[config.mk]
export PLATFORM = sky130hd
export DESIGN_NAME = decode_queue
export DESIGN_NICKNAME = d
export VERILOG_FILES = /design/src/rtl/decode_queue.sv
export SDC_FILE = /design/constraint.sdc
export NUM_CORES = 1
export LEC_CHECK = 0
export CAP_MARGIN = 40
export CORE_UTILIZATION = 25
export CTS_CLUSTER_SIZE = 28
export DETAILED_ROUTE_END_ITERATION = 6
export PLACE_DENSITY_LB_ADDON = 0.15
export SLEW_MARGIN = 20
export SYNTH_ARGS = -nofsm -noshare
export SYNTH_HDL_FRONTEND = slang
export SYNTH_SLANG_ARGS = --single-unit
[constraint.sdc]
create_clock -name clk -period 31.4 [get_ports clk]
set_input_delay 6.28 -clock clk [delete_from_list [all_inputs] [get_ports clk]]
set_output_delay 6.28 -clock clk [all_outputs]
set_load 0.01 [all_outputs]
[src/rtl/decode_queue.sv]
// decode_queue: decodes RV32/RV64 instruction words at enqueue time and holds
// the decoded entries in a DEPTH-deep FIFO. The head entry drives the out_*
// fields directly from registered storage, so there is no path from in_* to out_*.
//
// Parameters: XLEN (32 or 64) datapath width, DEPTH (power of 2, >= 2).
// Ports:
//   clk, rst_n            clock, synchronous active-low reset
//   in_valid/in_ready     enqueue handshake; in_instr (32b), in_pc (XLEN)
//   flush                 drop every queued entry
//   out_valid/out_ready   dequeue handshake
//   out_opcode/func3/func7/rd/rs1/rs2   raw fields of the head instruction
//   out_imm (XLEN), out_fmt (0 R,1 I,2 S,3 B,4 U,5 J,7 none), out_pc, out_illegal
// Build option: define DECODE_ILLEGAL_CHK_EN to flag entries whose instr[1:0]
// is not 2'b11 or whose opcode is unknown; otherwise out_illegal is tied 0.
module decode_queue #(
  parameter int unsigned XLEN  = 32,
  parameter int unsigned DEPTH = 4
) (
  input  logic            clk,
  input  logic            rst_n,
  input  logic            in_valid,
  output logic            in_ready,
  input  logic [31:0]     in_instr,
  input  logic [XLEN-1:0] in_pc,
  input  logic            flush,
  output logic            out_valid,
  input  logic            out_ready,
  output logic [6:0]      out_opcode,
  output logic [2:0]      out_func3,
  output logic [6:0]      out_func7,
  output logic [4:0]      out_rd,
  output logic [4:0]      out_rs1,
  output logic [4:0]      out_rs2,
  output logic [XLEN-1:0] out_imm,
  output logic [2:0]      out_fmt,
  output logic [XLEN-1:0] out_pc,
  output logic            out_illegal
);

  localparam int unsigned PtrW = $clog2(DEPTH);
  localparam int unsigned CntW = PtrW + 1;
  localparam logic [CntW-1:0] DepthCnt = CntW'(DEPTH);

  localparam logic [2:0] FmtR    = 3'd0;
  localparam logic [2:0] FmtI    = 3'd1;
  localparam logic [2:0] FmtS    = 3'd2;
  localparam logic [2:0] FmtB    = 3'd3;
  localparam logic [2:0] FmtU    = 3'd4;
  localparam logic [2:0] FmtJ    = 3'd5;
  localparam logic [2:0] FmtNone = 3'd7;

  logic [PtrW-1:0] wr_ptr_q, rd_ptr_q;
  logic [CntW-1:0] count_q;

  logic [31:0]     instr_q [DEPTH];
  logic [XLEN-1:0] imm_q   [DEPTH];
  logic [2:0]      fmt_q   [DEPTH];
  logic [XLEN-1:0] pc_q    [DEPTH];

  logic push, pop;
  assign in_ready  = (count_q < DepthCnt);
  assign out_valid = (count_q != '0);
  assign push      = in_valid && in_ready;
  assign pop       = out_valid && out_ready;

  // Decode of the incoming word; immediates are built at 32 bits and then
  // sign-extended, which also covers the zero-extended shift-amount case.
  logic [31:0]     imm32;
  logic [2:0]      dec_fmt;
  logic [XLEN-1:0] dec_imm;

  always_comb begin
    imm32   = '0;
    dec_fmt = FmtNone;
    case (in_instr[6:0])
      7'b0110011: dec_fmt = FmtR;
      7'b0010011: begin
        dec_fmt = FmtI;
        // Immediate shifts carry func7 in the upper bits; keep them unsigned.
        if (in_instr[14:12] == 3'b001 || in_instr[14:12] == 3'b101) begin
          imm32 = {20'b0, in_instr[31:20]};
        end else begin
          imm32 = {{20{in_instr[31]}}, in_instr[31:20]};
        end
      end
      7'b1100111, 7'b0000011, 7'b1110011, 7'b0001111: begin
        dec_fmt = FmtI;
        imm32   = {{20{in_instr[31]}}, in_instr[31:20]};
      end
      7'b0100011: begin
        dec_fmt = FmtS;
        imm32   = {{20{in_instr[31]}}, in_instr[31:25], in_instr[11:7]};
      end
      7'b1100011: begin
        dec_fmt = FmtB;
        imm32   = {{19{in_instr[31]}}, in_instr[31], in_instr[7], in_instr[30:25],
                   in_instr[11:8], 1'b0};
      end
      7'b0110111, 7'b0010111: begin
        dec_fmt = FmtU;
        imm32   = {in_instr[31:12], 12'b0};
      end
      7'b1101111: begin
        dec_fmt = FmtJ;
        imm32   = {{11{in_instr[31]}}, in_instr[31], in_instr[19:12], in_instr[20],
                   in_instr[30:21], 1'b0};
      end
      default: begin
        dec_fmt = FmtNone;
        imm32   = '0;
      end
    endcase
    dec_imm        = {XLEN{imm32[31]}};
    dec_imm[31:0]  = imm32;
  end

  always_ff @(posedge clk) begin
    if (!rst_n) begin
      wr_ptr_q <= '0;
      rd_ptr_q <= '0;
      count_q  <= '0;
      for (int i = 0; i < DEPTH; i++) begin
        instr_q[i] <= '0;
        imm_q[i]   <= '0;
        fmt_q[i]   <= '0;
        pc_q[i]    <= '0;
      end
    end else if (flush) begin
      wr_ptr_q <= '0;
      rd_ptr_q <= '0;
      count_q  <= '0;
    end else begin
      if (push) begin
        instr_q[wr_ptr_q] <= in_instr;
        imm_q[wr_ptr_q]   <= dec_imm;
        fmt_q[wr_ptr_q]   <= dec_fmt;
        pc_q[wr_ptr_q]    <= in_pc;
        wr_ptr_q          <= wr_ptr_q + PtrW'(1);
      end
      if (pop) begin
        rd_ptr_q <= rd_ptr_q + PtrW'(1);
      end
      case ({push, pop})
        2'b10:   count_q <= count_q + CntW'(1);
        2'b01:   count_q <= count_q - CntW'(1);
        default: count_q <= count_q;
      endcase
    end
  end

  assign out_opcode = instr_q[rd_ptr_q][6:0];
  assign out_rd     = instr_q[rd_ptr_q][11:7];
  assign out_func3  = instr_q[rd_ptr_q][14:12];
  assign out_rs1    = instr_q[rd_ptr_q][19:15];
  assign out_rs2    = instr_q[rd_ptr_q][24:20];
  assign out_func7  = instr_q[rd_ptr_q][31:25];
  assign out_imm    = imm_q[rd_ptr_q];
  assign out_fmt    = fmt_q[rd_ptr_q];
  assign out_pc     = pc_q[rd_ptr_q];

`ifdef DECODE_ILLEGAL_CHK_EN
  logic ill_q [DEPTH];

  always_ff @(posedge clk) begin
    if (!rst_n) begin
      for (int i = 0; i < DEPTH; i++) begin
        ill_q[i] <= 1'b0;
      end
    end else if (!flush && push) begin
      ill_q[wr_ptr_q] <= (in_instr[1:0] != 2'b11) || (dec_fmt == FmtNone);
    end
  end

  assign out_illegal = ill_q[rd_ptr_q];
`else
  assign out_illegal = 1'b0;
`endif

endmodule

==> results of run 1 <==
[critical path, delay by kind of cell (launching register included)]
family                 cells  cell delay [ps]
buffers and inverters      3             1510
muxes                      1              360
DFF                        1              800
[cell type report]
cell class	count	area share
inverter	74	0.0126
timing repair buffer	199	0.0952
antenna	1	0.000113
clock buffer	62	0.0568
clock inverter	22	0.00788
sequential	405	0.548
multi-input combinational	651	0.227
tap	940	0.0533
[layer usage]
layer | vias up | GRT usage
met2 | 224 | 0.241
met4 | 4 | 0.0368
met5 | - | 0
li1 | 4712 | -
met1 | 5300 | 0.187
met3 | 64 | 0.0257
[placed cells by master (no fill, tap or decap), types with 5 or more instances in the layout]
| cell type | instances |
|---|---|
| nor3_1 | 14 |
| clkbuf_16 | 48 |
| nand2_1 | 83 |
| a21oi_1 | 11 |
| buf_16 | 5 |
| clkinv_2 | 10 |
| inv_1 | 74 |
| clkinv_1 | 6 |
| clkbuf_1 | 14 |
| edfxtp_1 | 396 |
| o21ai_0 | 10 |
| clkdlybuf4s50_1 | 169 |
| a32oi_1 | 5 |
| nor2b_1 | 12 |
| nand3_1 | 15 |
| buf_12 | 6 |
| and2_1 | 64 |
| nor3_2 | 10 |
| a21oi_2 | 8 |
| buf_4 | 18 |
| dfxtp_1 | 7 |
| mux4_2 | 99 |
| nor2_1 | 263 |
[worst max path at each step]
stage | cells after the start | slack [ps] | end
detailed placement | 9 | 21070 | pc_q[2][24]
floorplan | 3 | 17200 | fmt_q[3][0]
global placement | 7 | 20600 | instr_q[2][19]
CTS | 3 | 21600 | out_imm[24]
global route | 4 | 21630 | out_imm[20]
finish | 4 | 21770 | out_func7[6]
[sequential cells by signal (all words and copies together) (netlist names), named ones only]
register / count
count_q: 3
rd_ptr_q: 2
fmt_q: 12
pc_q: 128
imm_q: 128
instr_q: 128
wr_ptr_q: 2
[cell families (layout without fill, tap and decap cells)]
logic type	Yosys count	in the layout	synth area share
flops	405	405	0.683
fa+ha+maj	2	2	0.00184
simple gates	495	495	0.128
mux	101	101	0.127
compound gates	46	46	0.0187
xor+xnor	6	6	0.00297
buf+inv	156	357	0.0381
other cells	1	2	0.000212
[stage by stage]
step	cell area [µm²]	hold WS (ps)	worst slack, ps	std cells
finish	22100	539	21770	2354
global route	22100	579	21630	2353
CTS	22000	550	21600	2350
detailed placement	20600	535	21070	2266
global placement	20400	524	20600	2257
floorplan	17700	472	17200	1212
[power by group]
group	internal [mW]	switching [mW]	leakage (nW)
clock	0.297	0.221	0.701
combinational	0.0438	0.0546	2.87
sequential	0.617	0.00670	4.15
==> out/metrics.yaml, run 1 <==
status: "finished, final reports clean"
synth_area_um2: 17700
crit_required_ps: 25120
hold_depth: 2
synth_seq_cells: 405
dp_hpwl_mm: 30.9
rsz0062_at_grt: "no"
layout.nets: 1449
dieArea_um2: 71800
setup_viol: 0
reg2reg_depth: 10
antenna_found_initial: 2
route.detailed.drc: 0
clkTransAtPathRegs_ps: 60
worstSetupStartpointType: "flip-flop"
drt_iter0_drc: 580
cts-resized-gates: 0
slowest_delay_ps: 800
period_share: 0.307
min_to: "count_q[1]"
met1Wirelength_mm: 22.2
grt-ovfl-total: 0
ys_seq_area_frac: 0.683
p_total_mw: 1.24
initial_core_util: 0.253
hp-class: "reg -> reg"
skew_ps: 17.3
post_cts_buffers: 0
synth_nets: 1283
p_leak_nw: 7.72
vias_per_cell: 4.38
die_width_um: 268
synth_cell_types: 50
fillCellCount: 7004
firstDrtPassIters: 4
yosys.area.top_type_share: 0.672
wl_met2_mm: 25.1
grt_max_degree: 50
avgSynthCellArea_um2: 14.6
route.met3.wl_mm: 2.26
grt_first_pass_wirelength_mm: 74.0
async_flop_share: 0
fmax_mhz: 104
synth_cells: 1212
hold_violations: 0
clk_latency_ps: 590
cts_tree: "built"
rr_startpoint: "count_q[2]"
cts_buffer_depth: 3
rows: 97
synth_top_cells_by_count: "396 x edfxtp_1, 264 x nor2_1, 99 x mux4_2, 86 x nand2_1, 74 x inv_1"
ir_drop_mv: 0.0313
layout-drive-gt1-share: 0.162
fin_crit_ps: 9630
crit_slowest_cell: "dfxtp_4"
yosysTopAreaCell: "edfxtp_1"
grtUsageTotal: 0.142
max_slew_margin: 0.479
cts.sink_count: 405
grt_pass1_vias: 11000
rrSetupSlack_ps: 28090
ant_nets: 0
coreArea_um2: 70000
cp-end-kind: "output pin"
cts_root_buf: "clkbuf_16"
place_congestion: 0.744
worst-slew-pin-transition_ps: 779
yosysWarnings: 0
cts-htree-levels: 2
worstPathCellList: "buf_4, buf_12, mux4_2, clkdlybuf4s50_1"
drv_slew: 0
postLayoutCoreUtil: 0.315
numCtsBuffers: 47
setup_tns_ps: 0
critPathMaxFanout: 40
drv_cap: 0
holdCritStartpoint: "count_q[1]"
power_density_nw_per_um2: 56.2
r2r-end: "pc_q[2][27]"
seqCellArea_um2: 12100
routed_wl_mm: 50.5
numPortBuffers: 169
highest_layer: "met5"
synth.most_common_cell: "edfxtp_1"
worstPathArrival_ps: 3350
synth_ff_type: "edfxtp_1"
area_growth_pct: 24.7
die_h_um: 268
wl_per_cell_um: 21.4
multi_input_area_um2: 5000
io_pins: 171
synth-edff-count: 396
vias: 10300
cts_hold_repair.buffers: 0
synthTopCellsByArea: "edfxtp_1 67%, mux4_2 13%, nor2_1 5.6%, and2_1 2.3%, nand2_1 1.8%"
critical_path_class: "reg -> out"
(Power assumes the default switching activity.)
==> run 2: changes to the inputs <==
==> constraint.sdc (replaced) <==
create_clock -name clk -period 9.81 [get_ports clk]
set_input_delay 1.962 -clock clk [delete_from_list [all_inputs] [get_ports clk]]
set_output_delay 1.962 -clock clk [all_outputs]
set_load 0.01 [all_outputs]
==> run 2 against run 1 <==
Register-to-register slack lost 22000 ps. Via count grew 0.71%. Total power grew to 3.3 times the previous value. Core utilization grew 0.18 points. Routed wire length grew 0.57%. Sequential power grew to 3.2 times the previous value. Final area grew 0.57%. Final cell count grew 0.25%. Highest routed layer unchanged. Critical endpoint is now out_opcode[6]. Non-clock buffer count grew 2. Die area is the same. Largest cell class unchanged. Clock power grew to 3.4 times the previous value.
==> out/metrics.yaml, run 2 (synthesized netlist as in run 1, its figures left out) <==
setup_tns_ps: 0
cts-resized-gates: 0
vias: 10400
place_congestion: 0.738
max_slew_margin: 0.457
antenna_found_initial: 2
hold_violations: 0
rsz0062_at_grt: "no"
die_width_um: 268
fin_cells: 2360
grt_pass1_vias: 10900
firstDrtPassIters: 5
crit_slowest_cell: "dfxtp_4"
clk_latency_ps: 580
cts-htree-levels: 2
slowest_delay_ps: 680
period_share: 0.523
post_cts_buffers: 0
rrSetupSlack_ps: 6590
layout-drive-gt1-share: 0.163
worst-slew-pin-transition_ps: 808
grtUsageTotal: 0.142
critPathBufInv: 3
seqPwrFrac: 0.492
power.switching_uw: 915
fin_crit_ps: 5130
coreArea_um2: 70000
cts_tree: "built"
clkTransAtPathRegs_ps: 60
most-common-layout-cells: "396 x edfxtp_1, 263 x nor2_1, 169 x clkdlybuf4s50_1"
cts_hold_repair.buffers: 0
fillCellCount: 6949
wl_per_cell_um: 21.5
initial_core_util: 0.253
combPwrFrac: 0.078
fmax_mhz: 195
routed_wl_mm: 50.7
worstPathArrival_ps: 3170
grt_first_pass_wirelength_mm: 74.0
worstPathCellList: "buf_4, buf_12, mux4_2, clkdlybuf4s50_1"
seqCellArea_um2: 12100
route.detailed.drc: 0
critPathMaxFanout: 23
clkPwrFrac: 0.430
ir_drop_mv: 0.118
setup_viol: 0
vias_per_cell: 4.40
cp_top_family: "buffers and inverters"
io_pins: 171
worstSetupStartpointType: "flip-flop"
numCtsBuffers: 49
r2r-end: "pc_q[0][27]"
final_common_cell: "edfxtp_1"
status: "finished, final reports clean"
cp.depth: 4
drt_iter0_drc: 665
drv_slew: 0
hold_depth: 2
area_growth_pct: 25.5
hp-class: "reg -> reg"
drv_cap: 0
crit_required_ps: 7850
rows: 97
p_int_mw: 3.14
die_h_um: 268
grt-ovfl-total: 0
min_to: "count_q[2]"
holdCritStartpoint: "count_q[2]"
cp-end-kind: "output pin"
numPortBuffers: 169
ant_nets: 0
switching_share: 0.226
grt_max_degree: 52
critical_path_class: "reg -> out"
post-place-cells: 2270
dp_hpwl_mm: 31.9
top_regs: "imm_q x128, instr_q x128, pc_q x128"
cts_buffer_depth: 3
multi_input_area_um2: 5000
p_leak_nw: 7.77
dieArea_um2: 71800
power_density_nw_per_um2: 183
cts.sink_count: 405
layout.nets: 1453
reg2reg_depth: 6
cts_root_buf: "clkbuf_16"
skew_ps: 9.88
rr_startpoint: "count_q[2]"
run 2: changes by cell type in the layout (fill, tap and decap cells not counted), sizes merged:
cell and change:
buf +2, clkbuf +3, clkinvlp +1, bufinv +1
inv -1
run 2: worst max-delay path by stage:
stage              start  slack, ps             to
3_5_place_dp       rst_n       4180     pc_q[2][7]
5_1_grt        flip-flop       4450  out_opcode[6]
2_1_floorplan   in_valid       2600    fmt_q[3][0]
4_1_cts        flip-flop       4490     out_rs2[2]
6_report       flip-flop       4680  out_opcode[6]
3_3_place_gp       rst_n       4120     pc_q[2][9]
run 2: cell type report:
cell class | instances | share of cell area
clock buffer | 65 | 0.0599
timing repair buffer | 201 | 0.0960
sequential | 405 | 0.544
inverter | 74 | 0.0125
tap | 940 | 0.0530
clock inverter | 23 | 0.00852
multi-input combinational | 651 | 0.226
antenna | 1 | 0.000113
run 2: power groups by stage:
stage | Sequential, mW | Clock (mW) | Combinational (mW)
after global routing | 2.00 | 1.86 | 0.341
final | 2.00 | 1.74 | 0.316
after CTS | 2.00 | 1.80 | 0.327
after global placement | 2.03 | 0 | 0.317
after detailed placement | 2.03 | 0 | 0.326
after floorplan | 2.03 | 0 | 0.147
run 2: metal layers:
layer	up-vias	track usage	share of wire
met5	-	0	0.00024
met4	2	0.0436	0.022
met1	5352	0.191	0.45
met2	228	0.236	0.49
met3	69	0.0226	0.041
li1	4726	-	-
run 2: worst min-delay path, cell delays in order (launching register included):
cell and delay (ps):
dfxtp_1 330, o21ai_0 80, a21oi_1 60
run 2: through the flow:
stage / power (mW) / setup slack, ps / area, µm² / utilization / hold WS, ps
2_1_floorplan: 2.18 / 2600 / 17700 / - / 472
3_3_place_gp: 2.35 / 4120 / 20400 / 0.291 / 514
3_5_place_dp: 2.36 / 4180 / 20700 / 0.295 / 500
4_1_cts: 4.12 / 4490 / 22200 / 0.317 / 525
5_1_grt: 4.20 / 4450 / 22200 / 0.317 / 551
6_report: 4.05 / 4680 / 22200 / 0.317 / 521
